### src/rtl/flash_audio_streamer.sv
// Streams packed audio samples out of a word-addressed flash region, one sample per tick,
// with forward/backward playback, pause, restart and underrun/wrap reporting.
module flash_audio_streamer #(
    parameter int                ADDR_W     = 23,
    parameter int                SAMPLE_W   = 8,
    parameter logic [ADDR_W-1:0] START_ADDR = 23'h0,
    parameter logic [ADDR_W-1:0] END_ADDR   = 23'h7FFFF
) (
    input  logic                clk50M,
    input  logic                reset,
    input  logic                sample_tick,
    input  logic                play,
    input  logic                dir,
    input  logic                restart,
    output logic                flash_mem_read,
    input  logic                flash_mem_waitrequest,
    input  logic                flash_mem_readdatavalid,
    input  logic [31:0]         flash_mem_readdata,
    output logic [ADDR_W-1:0]   flash_mem_address,
    output logic [SAMPLE_W-1:0] audio_out,
    output logic                audio_valid,
    output logic                underrun,
    output logic                wrap
);

    // state    | meaning
    // IDLE     | paused with no buffered word, waiting for play
    // REQ      | read request on the bus, waiting for waitrequest to drop
    // WAITDATA | request accepted, waiting for readdatavalid
    // PLAY     | word buffered, emitting one lane per tick
    typedef enum logic [1:0] {IDLE, REQ, WAITDATA, PLAY} state_t;

    localparam int         N        = 32 / SAMPLE_W;
    localparam logic [1:0] LAST_IDX = 2'(N - 1);

    state_t              state_q;
    logic                read_q;
    logic [ADDR_W-1:0]   addr_q;
    logic [31:0]         word_q;
    logic                word_dir_q;
    logic [1:0]          idx_q;
    logic                pending_q;
    logic [SAMPLE_W-1:0] audio_q;
    logic                audio_valid_q;
    logic                underrun_q;
    logic                wrap_q;

    logic [1:0]          lane_d;
    logic [SAMPLE_W-1:0] sample_d;
    logic [ADDR_W-1:0]   next_addr_d;
    logic                at_wrap_d;
    logic [ADDR_W-1:0]   restart_addr_d;

    always_comb begin
        lane_d         = word_dir_q ? (LAST_IDX - idx_q) : idx_q;
        sample_d       = SAMPLE_W'(word_q >> (32'(lane_d) * SAMPLE_W));
        restart_addr_d = dir ? END_ADDR : START_ADDR;
        // Advance follows the direction the finished word was played in.
        if (!word_dir_q) begin
            at_wrap_d   = (addr_q == END_ADDR);
            next_addr_d = at_wrap_d ? START_ADDR : addr_q + ADDR_W'(1);
        end else begin
            at_wrap_d   = (addr_q == START_ADDR);
            next_addr_d = at_wrap_d ? END_ADDR : addr_q - ADDR_W'(1);
        end
    end

    always_ff @(posedge clk50M) begin
        if (reset) begin
            state_q       <= IDLE;
            read_q        <= 1'b0;
            addr_q        <= START_ADDR;
            word_q        <= '0;
            word_dir_q    <= 1'b0;
            idx_q         <= '0;
            pending_q     <= 1'b0;
            audio_q       <= '0;
            audio_valid_q <= 1'b0;
            underrun_q    <= 1'b0;
            wrap_q        <= 1'b0;
        end else begin
            audio_valid_q <= 1'b0;
            underrun_q    <= 1'b0;
            wrap_q        <= 1'b0;
            case (state_q)
                IDLE: begin
                    if (restart) addr_q <= restart_addr_d;
                    if (play) begin
                        state_q <= REQ;
                        read_q  <= 1'b1;
                    end
                end
                REQ: begin
                    if (restart) pending_q <= 1'b1;
                    else if (sample_tick && play) underrun_q <= 1'b1;
                    if (!flash_mem_waitrequest) begin
                        state_q <= WAITDATA;
                        read_q  <= 1'b0;
                    end
                end
                WAITDATA: begin
                    if (!restart && sample_tick && play) underrun_q <= 1'b1;
                    if (flash_mem_readdatavalid) begin
                        if (restart || pending_q) begin
                            pending_q <= 1'b0;
                            addr_q    <= restart_addr_d;
                            state_q   <= play ? REQ : IDLE;
                            read_q    <= play;
                        end else begin
                            word_q     <= flash_mem_readdata;
                            word_dir_q <= dir;
                            idx_q      <= '0;
                            state_q    <= PLAY;
                        end
                    end else if (restart) begin
                        pending_q <= 1'b1;
                    end
                end
                PLAY: begin
                    if (restart) begin
                        addr_q  <= restart_addr_d;
                        idx_q   <= '0;
                        state_q <= play ? REQ : IDLE;
                        read_q  <= play;
                    end else if (sample_tick && play) begin
                        audio_q       <= sample_d;
                        audio_valid_q <= 1'b1;
                        if (idx_q == LAST_IDX) begin
                            addr_q  <= next_addr_d;
                            wrap_q  <= at_wrap_d;
                            idx_q   <= '0;
                            state_q <= REQ;
                            read_q  <= 1'b1;
                        end else begin
                            idx_q <= idx_q + 2'd1;
                        end
                    end
                end
                default: state_q <= IDLE;
            endcase
        end
    end

    assign flash_mem_read    = read_q;
    assign flash_mem_address = addr_q;
    assign audio_out         = audio_q;
    assign audio_valid       = audio_valid_q;
    assign underrun          = underrun_q;
    assign wrap              = wrap_q;

endmodule

### config.mk
export PLATFORM = sky130hd
export DESIGN_NAME = flash_audio_streamer
export DESIGN_NICKNAME = d
export VERILOG_FILES = /design/src/rtl/flash_audio_streamer.sv
export SDC_FILE = /design/constraint.sdc
export NUM_CORES = 1
export LEC_CHECK = 0
export CAP_MARGIN = 10
export CORE_ASPECT_RATIO = 0.9
export CORE_MARGIN = 4
export CORE_UTILIZATION = 40
export DETAILED_ROUTE_END_ITERATION = 7
export GPL_TIMING_DRIVEN = 1
export PLACE_DENSITY = 0.64
export SETUP_SLACK_MARGIN = 0.1
export SLEW_MARGIN = 5
export SYNTH_ARGS = -nofsm -noshare
export SYNTH_HDL_FRONTEND = slang
export SYNTH_SLANG_ARGS = --single-unit
### constraint.sdc
create_clock -name clk50M -period 2.53 [get_ports clk50M]
set_input_delay 0.3795 -clock clk50M [delete_from_list [all_inputs] [get_ports clk50M]]
set_output_delay 0.3795 -clock clk50M [all_outputs]
set_load 0.02 [all_outputs]
==> results of run 1 <==
stage by stage:
stage	hold slack, ps	worst slack (ps)
after floorplan	433.1	201.8
final	453.1	208.2
after detailed placement	446.5	37.24
after global routing	474.0	99.79
after global placement	439.9	76.80
after CTS	455.1	152.3
report_power, final:
group | switching (mW) | leakage, nW | internal [mW] | total [mW]
Clock | 0.536 | 0.139 | 0.772 | 1.31
Combinational | 1.24 | 1.26 | 1.09 | 2.33
Sequential | 0.322 | 0.594 | 1.34 | 1.66
path summary, 6_finish.rpt:
kind / endpoint / cells after the start / slack [ps]
worst min register to register: audio_out[6]$_SDFFE_PP0P_ / 2 / 450
worst max register to register: flash_mem_address[17]$_SDFFE_PP0P_ / 7 / 210
worst min-delay path: audio_out[6]$_SDFFE_PP0P_ / 2 / 450
worst max-delay path: flash_mem_address[17]$_SDFFE_PP0P_ / 7 / 210
worst max-delay path: cells and delay by family (launching register included):
family	cells	cell delay [ps]
and+or+nand+nor	4	1170
AOI/OAI and AO/OA	2	530
DFF	1	350
buffers and inverters	1	160
cells by family (layout without fill, tap and decap cells):
logic type,count (synthesis),count (layout)
adders and majority gates,9,9
xor gates and xnor gates,18,18
DFF,73,73
AOI/OAI and AO/OA,126,126
muxes,13,13
buffers and inverters,47,150
and+or+nand+nor,235,235
timing repair:
action | CTS | global route
setup endpoints to repair | 0 | 15
gates resized for setup | 0 | 5
buffers inserted | 0 | 3
flip-flops by register name, summed over array words and instances (netlist names):
name and count:
pending_q 1, flash_mem_address 23, underrun 1, word_dir_q 1, flash_mem_read 1, word_q 32, state_q 2, audio_valid 1
wrap 1, audio_out 8, idx_q 2
routing by layer:
metal  track usage (%)  part of all wire (%)  up-vias
li1                  -                     -     2057
met1             30.31                    47     1995
met2             30.27                    44      150
met3             5.831                   7.9       12
met4             4.919                  0.85        0
met5                 0                     0        -
final cells by class:
| cell class | count | area (um2) |
|---|---|---|
| sequential | 73 | 1461 |
| tap | 126 | 157.7 |
| fill | 939 | 4284 |
| inverter | 13 | 48.80 |
| clock inverter | 7 | 78.83 |
| timing repair buffer | 121 | 1105 |
| clock buffer | 9 | 225.2 |
| multi-input combinational | 401 | 2424 |
layout by cell type, fill, tap and decap left out, drive strengths merged, types with 3 or more instances in the layout:
cell type / instances
nand2: 117
dfxtp: 73
clkdlybuf4s50: 73
a21oi: 53
buf: 48
nor2: 29
o21ai: 23
nand3: 18
nor3: 17
inv: 15
xnor2: 11
a22o: 9
and3: 9
clkbuf: 9
nor4: 9
ha: 9
mux4: 8
nand2b: 7
xor2: 7
a31oi: 6
nand4: 5
and4: 5
o211ai: 5
a221oi: 4
or3: 4
mux2i: 4
a21o: 3
clkinvlp: 3
o31ai: 3
==> results.cfg, run 1 <==
[synth]
async_flop_share_pct = 0
synth_mux_area_share_pct = 5.691
synthTopCellsByArea = dfxtp_1, nand2_1, a21oi_1, mux4_2, ha_1
synth-seq-area-share_pct = 35.93
synth_most_common_cell = nand2_1
synth_top_family_by_area = simple AND/OR/NAND/NOR gates
synth_compound_area_share_pct = 19.41
yosysUniqueCellTypes = 63
synth_edf_count = 0
synth-xor-area-share_pct = 3.876
avgSynthCellArea_um2 = 7.807
synthAdderAreaFrac_pct = 2.768
yosys-top-cells-count = nand2_1, dfxtp_1, a21oi_1, nor2_1, clkbuf_1
synth_nets = 570
ys_ff_latch = 73
synthesis.area_um2 = 4068
yosys_warnings = 0
syn-instance-count = 521
yosys.area_share.simple_pct = 27.53
synth_top_area_share_pct = 35.93
synth-main-ff-cell = dfxtp_1
yosys.area.top_type = dfxtp_1

[layout]
final_cells = 750
drive_gt1_share_pct = 13.62
finalInstanceArea_um2 = 5500
final_util_pct = 56.21
nets = 668
area_delta_synth_final_pct = 35.22
n_antenna_cell = 0

[floorplanning]
io_pins = 75
coreArea_um2 = 9784
die_h_um = 103.7
start_util_pct = 41.57
die_x_um = 114.3
rows = 34
die-area_um2 = 11850

[global_route]
grt_pass1_vias = 4039
grt_max_degree = 51
grt_overflow_total = 0
grt_pass1_wl_um = 20000
grt_antenna_before_repair = 0
grtUsageTotal_pct = 20.79

[cts]
root_buffer = clkbuf_16
clockBufferDepth = 2
htree_levels = 3
cts.reportedPaths.clkPinSlew_ps = 70
clkLatencyLatePin_ps = 340
postCtsHoldBufs = 0
cts_made_buffers = 9
cts_tree = yes
cts.sinks = 73

[run]
max_cap_violations = 0

[routing]
drc = 0
num_vias = 4214
wl_per_cell_um = 16.35
viasPerCell = 5.619
final_antenna_net_count = 0
totalWireLength_um = 12260
drtPass1Iterations = 5
drt_iter0_markers = 359

[setup_path]
cp-end-kind = register
start_kind = register
slowest_delay_ps = 580
r2r-start = flash_mem_address[0]$_SDFFE_PP0P_
cp_slowest_cell = or4_4
cp_cell_sequence = buf_4, or4_4, nor3_4, nand3_1, and4_1, a311o_1, a22o_1
required_ps = 2770
timing.critical_path.from = flash_mem_address[0]$_SDFFE_PP0P_
crit_fanout = 5
crit_type = register to register
crit_arrival_ps = 2560

[placement]
placed_area_um2 = 5160
numPortBuffers = 74
place.gp.congestion = 0.9349
dp.cells = 731
dpl.hpwl_um = 8946

[sta]
rsz0062_at_grt = false
timing.setup.tns_ps = 0
setup_viol = 0
tightest_slew_ps = 690.4
clock_skew_ps = 6.972
slew_headroom_pct = 53.76
hold_violations = 0
min_period_ps = 2322
maxSlewViolCount = 0
fmax_mhz = 430.7
finalCritPeriodShare_pct = 91.77

[pwr]
total_power_mw = 5.306
leakage_nw = 1.993
power_density_nw_per_um2 = 964.7
ir_worst_vdd_mv = 0.5374

[min_path]
hp-class = register to register
worstHoldStart = audio_out[6]$_SDFFE_PP0P_

[run_status]
run_status = finished, final reports clean
(Power assumes the default switching activity.)
==> inputs of run 2 (changes only) <==
- CORE_UTILIZATION: 40 -> 48
- PLACE_DENSITY: 0.64 -> 0.74
- clock period: 2.53 -> 2.7 ns (I/O delays scaled with it)
==> results.cfg, run 2 (synthesis results as in run 1) <==
[run_status]
run_status = finished, final reports clean

[setup_path]
required_ps = 2940
slowest_delay_ps = 460
critPathTopFamily = compound AO/OA/AOI/OAI gates
cp_common_cell = a22o_1
crit_arrival_ps = 2680
start_kind = register
crit_type = register to register
crit_fanout = 7
critPathBufInv = 1
cp_slowest_cell = o41a_1
cp_cell_sequence = inv_1, ha_1, a22o_1, o41a_1, and2_1, a311o_1, a22o_1
cp-end-kind = register

[pwr]
power_density_nw_per_um2 = 868.8
leakage_nw = 1.910
ir_worst_vdd_mv = 0.4659

[cts]
htree_levels = 3
clockBufferDepth = 2
cts.sinks = 73
postCtsHoldBufs = 0
clkLatencyLatePin_ps = 350
cts.reportedPaths.clkPinSlew_ps = 80
root_buffer = clkbuf_8
cts_tree = yes
cts_made_buffers = 9

[global_route]
grt_antenna_before_repair = 0
grt_pass1_wl_um = 19090
grtUsageTotal_pct = 23.76
grt_pass1_vias = 3852
grt_max_degree = 34
grt_overflow_total = 0

[sta]
setup_viol = 0
clock_skew_ps = 8.387
maxSlewViolCount = 0
tightest_slew_ps = 752.9
min_period_ps = 2436
rsz0062_at_grt = false
timing.setup.tns_ps = 0
hold_violations = 0
fmax_mhz = 410.5
finalCritPeriodShare_pct = 90.22
slew_headroom_pct = 49.57

[routing]
num_vias = 4176
wl_per_cell_um = 16.54
drtPass1Iterations = 5
final_antenna_net_count = 0
drc = 0
totalWireLength_um = 11760
viasPerCell = 5.873
drt_iter0_markers = 380

[placement]
dp.cells = 694
dpl.hpwl_um = 8462
numPortBuffers = 74
place.gp.congestion = 0.9647

[floorplanning]
coreArea_um2 = 8145
rows = 31
start_util_pct = 49.94
die-area_um2 = 10010
die_x_um = 105.0
io_pins = 75
die_h_um = 95.33

[min_path]
hp-class = register to register

[layout]
n_antenna_cell = 0
largest_reg_flops = 32
nets = 656
final_cells = 711
area_delta_synth_final_pct = 29.78
final_common_cell = nand2_1
n_fill_cell = 708
drive_gt1_share_pct = 11.44
regMostFlops = word_q
final_cell_mix = nand2_1, dfxtp_1, clkdlybuf4s50_1

[run]
max_cap_violations = 0
-- run 2: final timing paths --
kind                                        endpoint                 startpoint  cells past startpoint  slack (ps)
setup / recovery  flash_mem_address[17]$_SDFFE_PP0P_    state_q[0]$_SDFFE_PP0P_                      7         260
hold / removal             audio_out[4]$_SDFFE_PP0P_  audio_out[4]$_SDFFE_PP0P_                      2         450
setup reg to reg  flash_mem_address[17]$_SDFFE_PP0P_    state_q[0]$_SDFFE_PP0P_                      7         260
hold reg to reg            audio_out[4]$_SDFFE_PP0P_  audio_out[4]$_SDFFE_PP0P_                      2         450
-- run 2: what timing repair did --
item,in CTS,in global routing
resized for setup,0,1
buffers inserted,0,1
endpoints found under the setup margin,0,2
-- run 2: worst min-delay path: cells and delay by family (launching register included) --
kind,cells,cell delay [ps]
AO/OA/AOI/OAI,1,50
flip-flops,1,310
AND/OR/NAND/NOR,1,50
-- run 2: where the power goes --
part | switching, mW | internal (mW)
Sequential | 0.353 | 1.26
Clock | 0.423 | 0.549
Combinational | 1.09 | 0.912
-- run 2: metal layers --
layer / track usage [%] / share of wire (%) / up-vias
met5: 0 / 0 / -
met4: 7.104 / 1.6 / 0
met3: 5.890 / 8.4 / 21
li1: - / - / 2034
met1: 33.63 / 45 / 1929
met2: 35.95 / 45 / 192
-- run 2: area by class of cell --
type / instances / area (um2) / area share [%]
inverter: 13 / 48.80 / 0.9244
tap: 99 / 123.9 / 2.347
multi-input combinational: 401 / 2414 / 45.72
sequential: 73 / 1461 / 27.68
timing repair buffer: 109 / 1002 / 18.99
clock inverter: 6 / 91.34 / 1.730
clock buffer: 10 / 137.6 / 2.607
-- run 2: stage by stage --
| step | area (um2) | setup WS [ps] | utilization [%] | power (mW) | hold slack [ps] |
|---|---|---|---|---|---|
| 5_1_grt | 5279 | 124.8 | 64.81 | 4.858 | 475.0 |
| 2_1_floorplan | 4068 | 371.8 | - | 2.809 | 433.1 |
| 6_report | 5279 | 264.1 | 64.81 | 4.586 | 453.7 |
| 4_1_cts | 5268 | 275.9 | 64.67 | 4.546 | 445.5 |
| 3_5_place_dp | 5039 | 133.2 | 61.86 | 3.562 | 445.9 |
| 3_3_place_gp | 5039 | 182.5 | 61.86 | 3.519 | 440.0 |
